==> src/rtl/vga_fifo_scanout.sv <==
// VGA raster generator for the pixel-clock side of the pixel FIFO: pops one word
// per active pixel and drives registered pixel/sync/blank with a sticky underflow flag.
module vga_fifo_scanout #(
    parameter int DATA_W   = 24,
    parameter int H_ACTIVE = 640,
    parameter int H_FP     = 16,
    parameter int H_SYNC   = 96,
    parameter int H_BP     = 48,
    parameter int V_ACTIVE = 480,
    parameter int V_FP     = 10,
    parameter int V_SYNC   = 2,
    parameter int V_BP     = 33,
    parameter bit HS_POL   = 1'b0,
    parameter bit VS_POL   = 1'b0,
    parameter logic [DATA_W-1:0] UF_COLOUR = '0
) (
    input  logic              clk,
    input  logic              reset,
    input  logic              enable,
    input  logic              clear_status,
    input  logic              fifo_empty,
    input  logic [DATA_W-1:0] rd_data,
    output logic              rd_valid,
    output logic [DATA_W-1:0] pixel,
    output logic              hsync,
    output logic              vsync,
    output logic              blank_n,
    output logic              frame_start,
    output logic              underflow
);
    localparam int H_TOT = H_ACTIVE + H_FP + H_SYNC + H_BP;
    localparam int V_TOT = V_ACTIVE + V_FP + V_SYNC + V_BP;
    localparam int HW    = $clog2(H_TOT);
    localparam int VW    = $clog2(V_TOT);

    // Compare in one extra bit so a zero back porch cannot overflow the bounds.
    localparam logic [HW:0]   H_ACT_E  = (HW+1)'(H_ACTIVE);
    localparam logic [HW:0]   H_SS_E   = (HW+1)'(H_ACTIVE + H_FP);
    localparam logic [HW:0]   H_SE_E   = (HW+1)'(H_ACTIVE + H_FP + H_SYNC);
    localparam logic [VW:0]   V_ACT_E  = (VW+1)'(V_ACTIVE);
    localparam logic [VW:0]   V_SS_E   = (VW+1)'(V_ACTIVE + V_FP);
    localparam logic [VW:0]   V_SE_E   = (VW+1)'(V_ACTIVE + V_FP + V_SYNC);
    localparam logic [HW-1:0] H_LAST   = HW'(H_TOT - 1);
    localparam logic [VW-1:0] V_LAST   = VW'(V_TOT - 1);

    typedef enum logic [1:0] {IDLE, RUN, STOPPING} state_t;

    state_t            state_reg;
    logic [HW-1:0]     h_cnt_reg;
    logic [VW-1:0]     v_cnt_reg;
    logic [DATA_W-1:0] pixel_reg;
    logic              hsync_reg;
    logic              vsync_reg;
    logic              blank_n_reg;
    logic              frame_start_reg;
    logic              underflow_reg;

    logic [HW:0] h_ext;
    logic [VW:0] v_ext;
    logic        running;
    logic        active;
    logic        hs_raw;
    logic        vs_raw;
    logic        last_count;
    logic        underflow_set;

    assign h_ext         = {1'b0, h_cnt_reg};
    assign v_ext         = {1'b0, v_cnt_reg};
    assign running       = (state_reg != IDLE);
    assign active        = (h_ext < H_ACT_E) && (v_ext < V_ACT_E);
    assign hs_raw        = (h_ext >= H_SS_E) && (h_ext < H_SE_E);
    assign vs_raw        = (v_ext >= V_SS_E) && (v_ext < V_SE_E);
    assign last_count    = (h_cnt_reg == H_LAST) && (v_cnt_reg == V_LAST);
    assign underflow_set = running && active && fifo_empty;

    // Gated by reset so a mid-frame reset can never pop the FIFO.
    assign rd_valid = !reset && running && active && !fifo_empty;

    always_ff @(posedge clk) begin
        if (reset) begin
            state_reg       <= IDLE;
            h_cnt_reg       <= '0;
            v_cnt_reg       <= '0;
            pixel_reg       <= '0;
            hsync_reg       <= ~HS_POL;
            vsync_reg       <= ~VS_POL;
            blank_n_reg     <= 1'b0;
            frame_start_reg <= 1'b0;
            underflow_reg   <= 1'b0;
        end else begin
            case (state_reg)
                IDLE:     if (enable) state_reg <= RUN;
                RUN:      if (!enable) state_reg <= last_count ? IDLE : STOPPING;
                STOPPING: begin
                    if (enable)          state_reg <= RUN;
                    else if (last_count) state_reg <= IDLE;
                end
                default:  state_reg <= IDLE;
            endcase

            if (running) begin
                if (h_cnt_reg == H_LAST) begin
                    h_cnt_reg <= '0;
                    v_cnt_reg <= (v_cnt_reg == V_LAST) ? '0 : v_cnt_reg + 1'b1;
                end else begin
                    h_cnt_reg <= h_cnt_reg + 1'b1;
                end

                blank_n_reg     <= active;
                hsync_reg       <= hs_raw ? HS_POL : ~HS_POL;
                vsync_reg       <= vs_raw ? VS_POL : ~VS_POL;
                pixel_reg       <= active ? (fifo_empty ? UF_COLOUR : rd_data) : '0;
                frame_start_reg <= (h_cnt_reg == '0) && (v_cnt_reg == '0);

                // Set has priority over a simultaneous clear.
                if (underflow_set)     underflow_reg <= 1'b1;
                else if (clear_status) underflow_reg <= 1'b0;
            end else begin
                h_cnt_reg       <= '0;
                v_cnt_reg       <= '0;
                pixel_reg       <= '0;
                hsync_reg       <= ~HS_POL;
                vsync_reg       <= ~VS_POL;
                blank_n_reg     <= 1'b0;
                frame_start_reg <= 1'b0;
                underflow_reg   <= 1'b0;
            end
        end
    end

    assign pixel       = pixel_reg;
    assign hsync       = hsync_reg;
    assign vsync       = vsync_reg;
    assign blank_n     = blank_n_reg;
    assign frame_start = frame_start_reg;
    assign underflow   = underflow_reg;
endmodule

==> config.mk <==
export PLATFORM = sky130hd
export DESIGN_NAME = vga_fifo_scanout
export DESIGN_NICKNAME = d
export VERILOG_FILES = /design/src/rtl/vga_fifo_scanout.sv
export SDC_FILE = /design/constraint.sdc
export NUM_CORES = 1
export LEC_CHECK = 0
export ABC_AREA = 1
export BUFFER_PORTS_ARGS = -buffer_cell sky130_fd_sc_hd__buf_2
export CORE_AREA = 2 2 75 77
export CTS_CLUSTER_SIZE = 30
export DETAILED_ROUTE_END_ITERATION = 10
export DIE_AREA = 0 0 77 79
export HOLD_SLACK_MARGIN = 0.05
export PLACE_DENSITY = 0.66
export SYNTH_ARGS = -nofsm -noshare
export SYNTH_HDL_FRONTEND = slang
export SYNTH_SLANG_ARGS = --single-unit
==> constraint.sdc <==
create_clock -name clk -period 3.61 [get_ports clk]
set_input_delay 0.5415 -clock clk [delete_from_list [all_inputs] [get_ports clk]]
set_output_delay 0.5415 -clock clk [all_outputs]
set_load 0.01 [all_outputs]
==> impl_metrics.yaml <==
synthesis:
  yosysWarnings: 0
  synth_top_cell_area_share_pct: 44.71
  synth_most_common_cell: "inv_1"
  synthArstFlopShare_pct: 0
  syn-cell-area_um2: 2283
  ys.flop_type: "dfxtp_1"
  ys_ff_latch: 51
  syn_inst: 277
  yosys-top-cells-area: "dfxtp_1, nor2_4, inv_1"
  syn_area_per_cell_um2: 8.243
  yosys.area.top_type: "dfxtp_1"
  synthTopCellsByCount: "inv_1, dfxtp_1, nand2_1"
  synth_cell_types: 28
  synth_nets: 310
  synth_edf_count: 0
  ys_seq_area_share_pct: 44.71
setup_path:
  timing.rr.start: "h_cnt_reg[0]$_SDFF_PP0_"
  crit_buf_inv: 1
  startpoint_type: "register"
  reg2reg_slack_ns: 2.02
  cp_cell_sequence: "nand3b_1 -> nand3b_4 -> nor2_4 -> buf_2"
  cp_top_family: "simple AND/OR/NAND/NOR gates"
  cp_slowest_cell: "dfxtp_1"
  worstRegToRegCells: 8
  max_stage_delay_ns: 0.38
  end_kind: "output port"
  path_max_fanout: 7
  cp.required_ns: 3.07
  worstSetupPathType: "reg -> out"
  reg2reg_to: "v_cnt_reg[8]$_SDFFE_PP0N_"
  critPathArrivalTime_ns: 1.35
cells_and_area:
  fillCellCount: 555
  final_area_um2: 2715
  instances_no_fill: 410
  antenna_cells_inserted: 0
  syn_to_final_growth_pct: 18.90
  multi_input_area_um2: 979.7
  regArea_um2: 1021
  drive_above_1_share_pct: 30.47
  largest_reg_flops: 24
  fin_nets: 370
  utilization_pct: 50.87
floorplan:
  die_y_um: 79
  rows: 27
  start_util_pct: 42.78
  ios: 59
  dieArea_um2: 6083
  coreArea_um2: 5338
  dieWidth_um: 77
pwr:
  power_mw: 1.080
  combPwrFrac_pct: 7.7
  p_seq_share_pct: 53.6
  powerDensity_nw_per_um2: 397.8
  leakagePower_nw: 1.308
  p_int_mw: 0.8345
  p_switching_mw: 0.2455
  swShare_pct: 22.73
  peakVddDrop_mv: 0.2358
  p_clk_share_pct: 38.8
placement:
  gp_congestion: 0.7544
  dpl_cell_area_um2: 2594
  io_buffers: 58
  placedCellCount: 402
  dp_hpwl_um: 3006
grt:
  grt_pass1_vias: 1748
  grt_pass1_wl_um: 6962
  met1_usage_pct: 16.56
  grt_remaining_overflow: 0
  grt_start_max_net_pins: 25
  grtUsageMet3_pct: 5.341
  use_met2_pct: 23.60
  grt_busiest_layer: "met2"
  grt_use_total_pct: 14.13
  antenna_found_initial: 0
clocking:
  htreeDepth: 2
  insertion_delay_ns: 0.30
  cts_tree: "built"
  cts_made_buffers: 5
  cts.sinks: 51
  clk_pin_slew_ns: 0.10
  cts_resized: 0
  clockRootBuffer: "clkbuf_8"
  cts_hold_buf: 0
  post_cts_buffers: 0
  cts_buffer_depth: 2
sta:
  rsz0062_at_grt: "false"
  setup_viol_count_final: 0
  worstMarginPinSlew_ns: 0.5853
  fin_crit_sh_pct: 52.50
  relSlewSlack_pct: 60.98
  slew_violations: 0
  post-route-min-period_ns: 1.895
  finalSetupTns_ns: 0
  max_freq_ghz: 0.5276
  skew_ns: 0.009999
  timing.final.hold_violations: 0
worst_hold_path:
  hold_depth: 3
  hold_class: "in -> reg"
  hp-start: "rd_data[1]"
  holdPathEnd: "pixel[1]$_SDFF_PP0_"
drt:
  vias: 1791
  post_drt_wl_per_cell_um: 9.698
  antenna_left: 0
  dr.pass1.iters: 4
  remaining_drc_errors: 0
  dr.first_iter.drc_count: 69
  drt-total-wl_um: 3976
  drt-vias-per-instance: 4.368
status:
  status: "finished, final reports clean"
flow_run:
  drv_cap: 0
-- stage by stage --
| step | setup WS, ns | hold slack, ns |
|---|---|---|
| after floorplan | 2.111 | 0.4296 |
| after global placement | 1.825 | 0.4462 |
| after detailed placement | 1.801 | 0.4555 |
| after CTS | 1.702 | 0.4256 |
| after global routing | 1.639 | 0.4397 |
| final | 1.715 | 0.4401 |
-- worst max path at each step --
stage                         startpoint  endpoint  depth (start not counted)
2_1_floorplan                      reset  rd_valid                          3
3_3_place_gp                       reset  rd_valid                          5
4_1_cts        v_cnt_reg[9]$_SDFFE_PP0N_  rd_valid                          4
5_1_grt        v_cnt_reg[9]$_SDFFE_PP0N_  rd_valid                          4
6_report       v_cnt_reg[9]$_SDFFE_PP0N_  rd_valid                          4
3_5_place_dp                       reset  rd_valid                          5
-- worst reg2reg max path: stages (launching register included) --
cell	delay, ns
dfxtp_1	0.39
ha_1	0.20
nand2_2	0.10
nor2_8	0.14
nand3_1	0.13
nand2_2	0.26
nand2_4	0.15
nand2_1	0.11
nor2_1	0.04
-- power groups by stage --
stage	clock network [mW]	registers [mW]	logic, mW
floorplan	0	0.597	0.0516
global placement	0	0.591	0.0826
detailed placement	0	0.592	0.0841
CTS	0.431	0.579	0.0841
global route	0.451	0.580	0.0930
finish	0.419	0.578	0.0826
-- kinds of logic (layout without fill, tap and decap cells) --
logic type,count (synthesis),in the layout,share of synthesized area (%)
AO/OA/AOI/OAI,12,12,2.740
XOR/XNOR,1,1,0.3836
adder cells (fa/ha/maj),4,4,2.192
buffers and inverters,61,122,12.38
flip-flops,51,51,44.71
AND/OR/NAND/NOR,148,148,37.59
-- per-layer routing --
layer | share of wire (%) | vias up | routed length [µm]
li1 | - | 958 | -
met1 | 46 | 771 | 1813
met2 | 43 | 57 | 1718
met3 | 9.6 | 5 | 383
met4 | 1.5 | 0 | 61
met5 | 0 | - | 0
-- cells in the final DEF, fill, tap and decap left out --
cell	count
ha_1	4
nor2_4	23
or2_0	1
inv_6	1
xor2_1	1
a21oi_1	10
nand3_1	15
clkbuf_8	6
nor2_8	1
o211ai_1	1
nor3_1	3
nor2_1	35
nand2_2	3
nor4_1	2
nor3b_1	2
nand3b_4	1
dfxtp_1	51
inv_2	3
nor2_2	3
buf_2	58
nor3b_2	1
nand4_1	7
inv_1	52
nand3b_1	3
inv_4	1
nand2_1	47
bufinv_16	1
o21ai_1	1
nand2_4	1
-- layout make-up --
type / instances / area share [%]
Sequential cell: 51 / 37.60
Clock inverter: 2 / 1.429
Inverter: 56 / 7.834
Clock buffer: 6 / 3.041
Multi-Input combinational cell: 165 / 36.08
Timing Repair Buffer: 58 / 10.69
Tap cell: 72 / 3.318
Note: power is estimated with default switching activity, not from simulation.
